File: src/rtl/mem_arbiter_pkg.sv
// mem_arbiter_pkg: state/owner encodings and sizing helper shared by the RAM arbiter.
// Rev 1.0
`default_nettype none

package mem_arbiter_pkg;

  localparam int unsigned ADDR_W = 32;
  localparam int unsigned DATA_W = 32;

  typedef enum logic [1:0] {
    ARB_IDLE   = 2'd0,
    ARB_ACCESS = 2'd1,
    ARB_RESP   = 2'd2
  } arb_state_e;

  typedef enum logic {
    OWN_IF = 1'b0,
    OWN_LS = 1'b1
  } arb_owner_e;

  // Bits needed to hold values 0..max_val (at least one bit).
  function automatic int unsigned cnt_width(input int unsigned max_val);
    if (max_val < 2) return 1;
    return $clog2(max_val + 1);
  endfunction

endpackage

`default_nettype wire

File: src/rtl/mem_arbiter_pick.sv
// mem_arb_pick: combinational winner selection between fetch and load/store.
// Rev 1.0
`default_nettype none

module mem_arb_pick #(
  parameter int unsigned MAX_LS_STREAK = 2,
  parameter int unsigned STREAK_W      = 2
) (
  input  logic                if_req_i,
  input  logic                ls_req_i,
  input  logic [STREAK_W-1:0] streak_i,
  output logic                grant_if_o,
  output logic                grant_ls_o
);

  logic w_streak_full;

  assign w_streak_full = (streak_i == STREAK_W'(MAX_LS_STREAK));

  // LS is preferred until it has starved a waiting fetch MAX_LS_STREAK times.
  always_comb begin
    grant_if_o = if_req_i & (~ls_req_i | w_streak_full);
    grant_ls_o = ls_req_i & (~if_req_i | ~w_streak_full);
  end

endmodule

`default_nettype wire

File: src/rtl/mem_arbiter.sv
// mem_arbiter: shares one single-port RAM between fetch and load/store requesters.
// Rev 1.0
`default_nettype none

module mem_arbiter
  import mem_arbiter_pkg::*;
#(
  parameter int unsigned RAM_LATENCY   = 1,
  parameter int unsigned MAX_LS_STREAK = 2
) (
  input  logic              clk,
  input  logic              reset,
  input  logic              if_req_i,
  input  logic [ADDR_W-1:0] if_addr_i,
  output logic              if_gnt_o,
  output logic              if_rvalid_o,
  output logic [DATA_W-1:0] if_rdata_o,
  input  logic              ls_req_i,
  input  logic              ls_we_i,
  input  logic [ADDR_W-1:0] ls_addr_i,
  input  logic [DATA_W-1:0] ls_wdata_i,
  output logic              ls_gnt_o,
  output logic              ls_rvalid_o,
  output logic [DATA_W-1:0] ls_rdata_o,
  output logic              mem_we_o,
  output logic [ADDR_W-1:0] mem_addr_o,
  output logic [DATA_W-1:0] mem_data_o,
  input  logic [DATA_W-1:0] mem_data_i,
  output logic              busy_o
);

  localparam int unsigned LAT_W    = cnt_width(RAM_LATENCY - 1);
  localparam int unsigned STREAK_W = cnt_width(MAX_LS_STREAK);

  arb_state_e          state_q, state_d;
  arb_owner_e          owner_q, owner_d;
  logic [LAT_W-1:0]    lat_q, lat_d;
  logic [STREAK_W-1:0] streak_q, streak_d;
  logic                mem_we_q, mem_we_d;
  logic [ADDR_W-1:0]   mem_addr_q, mem_addr_d;
  logic [DATA_W-1:0]   mem_data_q, mem_data_d;
  logic [DATA_W-1:0]   if_rdata_q, if_rdata_d;
  logic [DATA_W-1:0]   ls_rdata_q, ls_rdata_d;
  logic                if_rvalid_q, if_rvalid_d;
  logic                ls_rvalid_q, ls_rvalid_d;

  logic w_grant_if;
  logic w_grant_ls;
  logic w_idle;

  mem_arb_pick #(
    .MAX_LS_STREAK (MAX_LS_STREAK),
    .STREAK_W      (STREAK_W)
  ) u_pick (
    .if_req_i   (if_req_i),
    .ls_req_i   (ls_req_i),
    .streak_i   (streak_q),
    .grant_if_o (w_grant_if),
    .grant_ls_o (w_grant_ls)
  );

  assign w_idle = (state_q == ARB_IDLE);

  always_comb begin
    state_d     = state_q;
    owner_d     = owner_q;
    lat_d       = lat_q;
    streak_d    = streak_q;
    mem_we_d    = mem_we_q;
    mem_addr_d  = mem_addr_q;
    mem_data_d  = mem_data_q;
    if_rdata_d  = if_rdata_q;
    ls_rdata_d  = ls_rdata_q;
    if_rvalid_d = 1'b0;
    ls_rvalid_d = 1'b0;

    case (state_q)
      ARB_IDLE: begin
        if (w_grant_if || w_grant_ls) begin
          owner_d    = w_grant_ls ? OWN_LS : OWN_IF;
          mem_addr_d = w_grant_ls ? ls_addr_i : if_addr_i;
          mem_we_d   = w_grant_ls & ls_we_i;
          if (w_grant_ls && ls_we_i) begin
            mem_data_d = ls_wdata_i;
          end
          lat_d   = LAT_W'(RAM_LATENCY - 1);
          state_d = ARB_ACCESS;
          // Streak only grows while a fetch is actually being held off.
          if (w_grant_ls && if_req_i) begin
            streak_d = (streak_q == STREAK_W'(MAX_LS_STREAK)) ? streak_q
                                                               : streak_q + STREAK_W'(1);
          end else begin
            streak_d = '0;
          end
        end
      end

      ARB_ACCESS: begin
        if (lat_q == '0) begin
          if (owner_q == OWN_IF) begin
            if_rdata_d  = mem_data_i;
            if_rvalid_d = 1'b1;
          end else begin
            if (!mem_we_q) begin
              ls_rdata_d = mem_data_i;
            end
            ls_rvalid_d = 1'b1;
          end
          mem_we_d = 1'b0;
          state_d  = ARB_RESP;
        end else begin
          lat_d = lat_q - LAT_W'(1);
        end
      end

      ARB_RESP: begin
        state_d = ARB_IDLE;
      end

      default: begin
        state_d = ARB_IDLE;
      end
    endcase
  end

  always_ff @(posedge clk) begin
    if (reset) begin
      state_q     <= ARB_IDLE;
      owner_q     <= OWN_IF;
      lat_q       <= '0;
      streak_q    <= '0;
      mem_we_q    <= 1'b0;
      mem_addr_q  <= '0;
      mem_data_q  <= '0;
      if_rdata_q  <= '0;
      ls_rdata_q  <= '0;
      if_rvalid_q <= 1'b0;
      ls_rvalid_q <= 1'b0;
    end else begin
      state_q     <= state_d;
      owner_q     <= owner_d;
      lat_q       <= lat_d;
      streak_q    <= streak_d;
      mem_we_q    <= mem_we_d;
      mem_addr_q  <= mem_addr_d;
      mem_data_q  <= mem_data_d;
      if_rdata_q  <= if_rdata_d;
      ls_rdata_q  <= ls_rdata_d;
      if_rvalid_q <= if_rvalid_d;
      ls_rvalid_q <= ls_rvalid_d;
    end
  end

  assign if_gnt_o    = w_idle & w_grant_if;
  assign ls_gnt_o    = w_idle & w_grant_ls;
  assign if_rvalid_o = if_rvalid_q;
  assign ls_rvalid_o = ls_rvalid_q;
  assign if_rdata_o  = if_rdata_q;
  assign ls_rdata_o  = ls_rdata_q;
  assign mem_we_o    = mem_we_q;
  assign mem_addr_o  = mem_addr_q;
  assign mem_data_o  = mem_data_q;
  assign busy_o      = ~w_idle;

endmodule

`default_nettype wire

File: config.mk
export PLATFORM = sky130hd
export DESIGN_NAME = mem_arbiter
export DESIGN_NICKNAME = d
export VERILOG_FILES = /design/src/rtl/mem_arbiter_pkg.sv /design/src/rtl/mem_arbiter_pick.sv /design/src/rtl/mem_arbiter.sv
export SDC_FILE = /design/constraint.sdc
export NUM_CORES = 1
export LEC_CHECK = 0
export CORE_MARGIN = 2
export CORE_UTILIZATION = 34
export DETAILED_ROUTE_END_ITERATION = 10
export PLACE_DENSITY = 0.69
export SLEW_MARGIN = 5
export SYNTH_ARGS = -nofsm -noshare
export SYNTH_HDL_FRONTEND = slang
export SYNTH_SLANG_ARGS = --single-unit
export TNS_END_PERCENT = 1
File: constraint.sdc
create_clock -name clk -period 1.8 [get_ports clk]
set_input_delay 0.27 -clock clk [delete_from_list [all_inputs] [get_ports clk]]
set_output_delay 0.27 -clock clk [all_outputs]
set_load 0.1 [all_outputs]
==> After elaboration in Yosys (flattened, before gate mapping) <==
Cells that the tools add are included.
{ "word_totals": {"ff_bits": 137, "latchBits": 0, "ramBits": 0, "rom_bits": 0, "out_inout_bits": 134, "word_cells": 62, "mem_count": 0} }
{ "classes": {"n_addsub": 2, "n_mul": 0, "div": 0, "order_cmp": 0, "eq_ne": 5, "shifts": 0, "n_mux": 15, "n_bitwise": 15, "reduce_logical": 14} }
{ "op_table": {"columns": ["op", "n"], "rows": [
  ["two-way mux 32 bit", 1],
  ["AND reduction 3 bit", 4],
  ["two-way mux 2 bit", 4],
  ["inverter 1 bit", 8],
  ["two-way mux 1 bit", 7],
  ["AND reduction 2 bit", 3],
  ["AND 1 bit", 5],
  ["inequality test 2 bit, second input constant", 2],
  ["one-hot mux 1 bit (2 select lines)", 2],
  ["one-hot mux 2 bit (2 select lines)", 1],
  ["AND reduction 4 bit", 1],
  ["OR reduction 3 bit", 1],
  ["adder 2 x 1 -> 2 bit, second input constant", 1],
  ["equality test 2 x 1 -> 1 bit, second input constant", 1],
  ["equality test 2 bit, second input constant", 1],
  ["logical AND 1 bit", 2],
  ["logical NOT 2 bit", 1],
  ["inequality test 2 x 1 -> 1 bit, second input constant", 1],
  ["bitwise OR 1 bit", 2],
  ["nonzero test 2 bit", 1],
  ["logical OR 1 bit", 1],
  ["subtractor 1 bit, second input constant", 1]
]} }

==> Longest topological paths before layout <==
{ "depth": {"word_depth": 7, "depth_mapped": 7, "ltp_nobuf": 5} }

==> Modules after synthesis <==
Synthesis repeated with hierarchy kept, for this count alone.
{ "hier_totals": {"cells_unflattened": 573, "hier_area_um2": 5167.5} }
{ "by_module_without_submodules": {"columns": ["module", "n_inst", "cells_per_inst", "area_per_inst_um2", "seq_area_each_um2"], "rows": [
  ["mem_arbiter", 1, 569, 5137.4, 2722.6],
  ["mem_arb_pick", 1, 4, 30.0, 0.0]
]} }

==> Worst setup path after synthesis <==
OpenSTA, ideal clock, no wires.
{ "synth_path": {"kind": "reg2out", "start": "register state_q[1]", "end": "output if_gnt_o", "arrival_time_ns": 2.116, "t_required_ns": 1.530, "slack_ns": -0.586, "path_stages_with_launch": 6, "n_path_buf": 2, "path_cell_list": "dfxtp_1 > nor2_1 > buf_4 > buf_2 > nand2_1 > nor2_1"} }
{ "synth_via": {"elab_chain_len": 2} }
{ "synth_lines": {"columns": ["item", "line", "rtl"], "rows": [
  ["from (decl)", "mem_arbiter.sv:35", "arb_state_e state_q, state_d;"],
  ["from (signal assigned)", "mem_arbiter.sv:140", "state_q <= state_d;"],
  ["logical NOT 2 bit", "mem_arbiter.sv:62", "assign w_idle = (state_q == ARB_IDLE);"],
  ["AND 1 bit", "mem_arbiter.sv:154", "assign if_gnt_o = w_idle & w_grant_if;"],
  ["to (decl)", "mem_arbiter.sv:15", "output logic if_gnt_o,"]
]} }
Every way passes these cells.

==> Worst setup path in the final report <==
{ "layout_path": {"start": "register streak_q[0]", "end": "output ls_gnt_o"} }
{ "layout_via": {"elab_chain_len": 5} }
{ "layout_lines": {"columns": ["item", "line", "rtl"], "rows": [
  ["from (decl)", "mem_arbiter.sv:38", "logic [STREAK_W-1:0] streak_q, streak_d;"],
  ["from (signal assigned)", "mem_arbiter.sv:143", "streak_q <= streak_d;"],
  ["equality test 2 bit", "mem_arbiter_pick.sv:18", "assign w_streak_full = (streak_i == STREAK_W'(MAX_LS_STREAK));"],
  ["inverter 1 bit", "mem_arbiter_pick.sv:23", "grant_ls_o = ls_req_i & (~if_req_i | ~w_streak_full);"],
  ["bitwise OR 1 bit", "mem_arbiter_pick.sv:23", null],
  ["AND 1 bit", "mem_arbiter_pick.sv:23", null],
  ["AND 1 bit", "mem_arbiter.sv:155", "assign ls_gnt_o = w_idle & w_grant_ls;"],
  ["to (decl)", "mem_arbiter.sv:22", "output logic ls_gnt_o,"]
]} }
Every way passes these cells.

==> insert_results.sql <==
INSERT INTO impl_metrics (metric_group, metric, value, unit) VALUES
('sta', 'clock.fmax', '574', 'MHz'),
('finish', 'seqCellArea', '2720', 'µm²'),
('setup_path', 'depth_of_the_worst_register_to_register_path', '7', ''),
('finish', 'insertedDiodeCount', '0', ''),
('routing', 'detail_route.drc_violations', '0', ''),
('logic_synthesis', 'synth-edff-count', '0', ''),
('finish', 'design.final.nets', '995', ''),
('floorplanning', 'ios', '267', ''),
('pwr', 'vdd_ir_drop_max', '0.634', 'mV'),
('finish', 'fillerInstances', '1496', ''),
('run_status', 'status', 'finished clean', ''),
('sta', 'final-max-slew-violation-count', '0', ''),
('setup_path', 'critical_path_arrival', '1.47', 'ns'),
('floorplanning', 'die-height', '131', 'µm'),
('clocking', 'cts-htree-levels', '4', ''),
('pwr', 'power_per_cell_area', '1110', 'nW/µm²'),
('logic_synthesis', 'yosys.area.top_type_share', '49.9', '%'),
('sta', 'period_share', '96.8', '%'),
('global_routing', 'grt_util_met1', '22.1', '%'),
('setup_path', 'crit_path_max_fanout', '3', ''),
('pwr', 'cellLeakagePower', '3.56', 'nW'),
('logic_synthesis', 'syn-num-nets', '740', ''),
('global_routing', 'globalRoute.busiestLayer', 'met2', ''),
('finish', 'multiInputGateArea', '2480', 'µm²'),
('clocking', 'clk_root_buffer_cell', 'sky130_fd_sc_hd__clkbuf_16', ''),
('setup_path', 'critPathLaunchType', 'flop', ''),
('global_routing', 'grt_antenna_before_repair', '0', ''),
('logic_synthesis', 'most_used_dff_post_synth', 'sky130_fd_sc_hd__dfxtp_1', ''),
('routing', 'wire_length_per_cell', '14.8', 'µm'),
('pwr', 'total_power_after_layout', '0.00974', 'W'),
('pwr', 'power.share.sequential', '34.1', '%'),
('setup_path', 'r2r-end', 'mem_data_o[12]', ''),
('global_routing', 'via_count_of_the_first_global_routing_pass', '4739', ''),
('global_routing', 'grtUsageMet2', '31.2', '%'),
('logic_synthesis', 'postSynthCellCount', '606', ''),
('sta', 'timing.final.crit_period', '1.74', 'ns'),
('global_routing', 'global_route_wire_length_before_repair', '24500', 'µm'),
('sta', 'setup-violations-final', '0', ''),
('logic_synthesis', 'ys_seq_elements', '136', ''),
('logic_synthesis', 'syn_area', '5460', 'µm²'),
('clocking', 'clock-sinks', '136', ''),
('finish', 'utilization', '55.6', '%'),
('finish', 'area_growth', '60.6', '%'),
('job', 'number_of_maximum_capacitance_constraint_violations', '0', ''),
('logic_synthesis', 'async_flop_share', '0', '%'),
('logic_synthesis', 'ys.warnings.count', '0', ''),
('pwr', 'net-switching-power', '0.00327', 'W'),
('finish', 'post_route_cells_drive_above_1_share', '22.8', '%'),
('pwr', 'clockPowerShare', '38.1', '%'),
('place', 'place.port_buffers', '266', ''),
('routing', 'detail_route.wirelength', '16100', 'µm'),
('logic_synthesis', 'postSynthAreaPerCell', '9.01', 'µm²'),
('place', 'place_worst_setup_slack', '0.0224', 'ns'),
('clocking', 'cts_made_buffers', '17', ''),
('logic_synthesis', 'synth_largest_area_cell', 'sky130_fd_sc_hd__dfxtp_1', ''),
('floorplanning', 'rows', '46', ''),
('logic_synthesis', 'yosysSeqAreaShare', '49.9', '%'),
('sta', 'timing.final.hold_violations', '0', ''),
('global_routing', 'grt_max_degree', '71', ''),
('logic_synthesis', 'combinational_family_with_the_most_area_after_synthesis', 'simple AND/OR/NAND/NOR gates', ''),
('floorplanning', 'chip_width', '131', 'µm'),
('logic_synthesis', 'synth.top_cells.by_count', 'sky130_fd_sc_hd__dfxtp_1 (136), sky130_fd_sc_hd__nand2_1 (130), sky130_fd_sc_hd__a21oi_1 (68)', ''),
('logic_synthesis', 'yosys.cell_count.top_type', 'sky130_fd_sc_hd__dfxtp_1', ''),
('routing', 'routed-via-count', '5053', ''),
('clocking', 'worst_skew_pair.late_latency', '0.41', 'ns'),
('place', 'dp_hpwl', '11300', 'µm'),
('setup_path', 'worstSetupPathType', 'reg -> out', ''),
('logic_synthesis', 'synth_compound_area_share', '12.3', '%'),
('hold_path', 'hold_path.class', 'in -> reg', ''),
('pwr', 'pwr-share-comb', '27.8', '%'),
('routing', 'drt-pass1-iter-count', '4', '');
==> per-layer routing <==
metal	routed length (µm)	vias to the layer above
met4	294	0
met3	1020	25
met5	0	-
met1	6810	2303
li1	-	2557
met2	7950	168
==> worst max-delay path, cell delays in order (launching register included) <==
cell                         delay, ns
sky130_fd_sc_hd__dfxtp_2          0.33
sky130_fd_sc_hd__inv_2            0.05
sky130_fd_sc_hd__ha_4             0.17
sky130_fd_sc_hd__a21boi_4         0.14
sky130_fd_sc_hd__nand2_2          0.11
sky130_fd_sc_hd__clkinvlp_4       0.10
sky130_fd_sc_hd__buf_12           0.17
==> through the flow <==
stage,setup TNS [ns],instances
6_report,0,1088
3_3_place_gp,0,1057
5_1_grt,-0.0404,1088
4_1_cts,0,1088
3_5_place_dp,0,1057
2_1_floorplan,-3.50,606
==> logic make-up after synthesis <==
kind of cell    count (synthesis)
mux                            64
fa+ha+maj                       1
buf+inv                        55
flops                         136
simple gates                  244
compound gates                106
==> flip-flops by register name, indices dropped and copies added (netlist names) <==
signal       flops
if_rdata_o      32
state_q          2
mem_we_o         1
if_rvalid_o      1
streak_q         2
owner_q          1
ls_rvalid_o      1
mem_addr_o      32
ls_rdata_o      32
mem_data_o      32
==> final cells by class <==
class / count / share of cell area, %
well taps: 216 / 3.08
multi-input cells: 415 / 28.3
clock buffers: 23 / 5.56
repair buffers: 288 / 30.2
clock inverters: 7 / 1.61
flip-flops and latches: 136 / 31.1
inverters: 3 / 0.171
==> cell usage in the layout (no fill, tap or decap), types with 2 or more instances in the layout <==
cell,count
sky130_fd_sc_hd__a21oi_1,68
sky130_fd_sc_hd__a311oi_1,32
sky130_fd_sc_hd__buf_12,13
sky130_fd_sc_hd__buf_4,144
sky130_fd_sc_hd__bufinv_16,4
sky130_fd_sc_hd__clkbuf_1,2
sky130_fd_sc_hd__clkbuf_16,17
sky130_fd_sc_hd__clkbuf_8,4
sky130_fd_sc_hd__clkdlybuf4s50_1,131
sky130_fd_sc_hd__clkinvlp_4,2
sky130_fd_sc_hd__dfxtp_1,135
sky130_fd_sc_hd__mux2i_1,64
sky130_fd_sc_hd__nand2_1,129
sky130_fd_sc_hd__nand2b_1,65
sky130_fd_sc_hd__nor2_1,34
sky130_fd_sc_hd__nor2_2,2
sky130_fd_sc_hd__nor3_1,2
sky130_fd_sc_hd__o21ai_0,3
==> power by group through the flow <==
stage	registers [W]	clock network, W	logic (W)
after floorplan	0.00468	0	0.000602
after global placement	0.00338	0	0.00271
after detailed placement	0.00338	0	0.00272
after CTS	0.00332	0.00380	0.00273
after global routing	0.00334	0.00392	0.00283
final	0.00332	0.00371	0.00271
==> worst max path at each step <==
stage / start / to / slack, ns / cells after the start
floorplan: state_q[1] / if_gnt_o / -0.12 / 5
global placement: ls_req_i / mem_data_o[21] / 0.09 / 5
detailed placement: ls_req_i / mem_data_o[31] / 0.02 / 5
CTS: streak_q[0] / ls_gnt_o / 0.003 / 6
global route: streak_q[0] / ls_gnt_o / -0.03 / 6
finish: streak_q[0] / ls_gnt_o / 0.06 / 6
==> repair_timing <==
item	in CTS	in global routing
pin swaps	1	0
buffers inserted	1	0
hold buffers	0	0
endpoints found under the setup margin	3	3
gates resized for setup	5	1
Note: power is estimated with default switching activity, not from simulation.
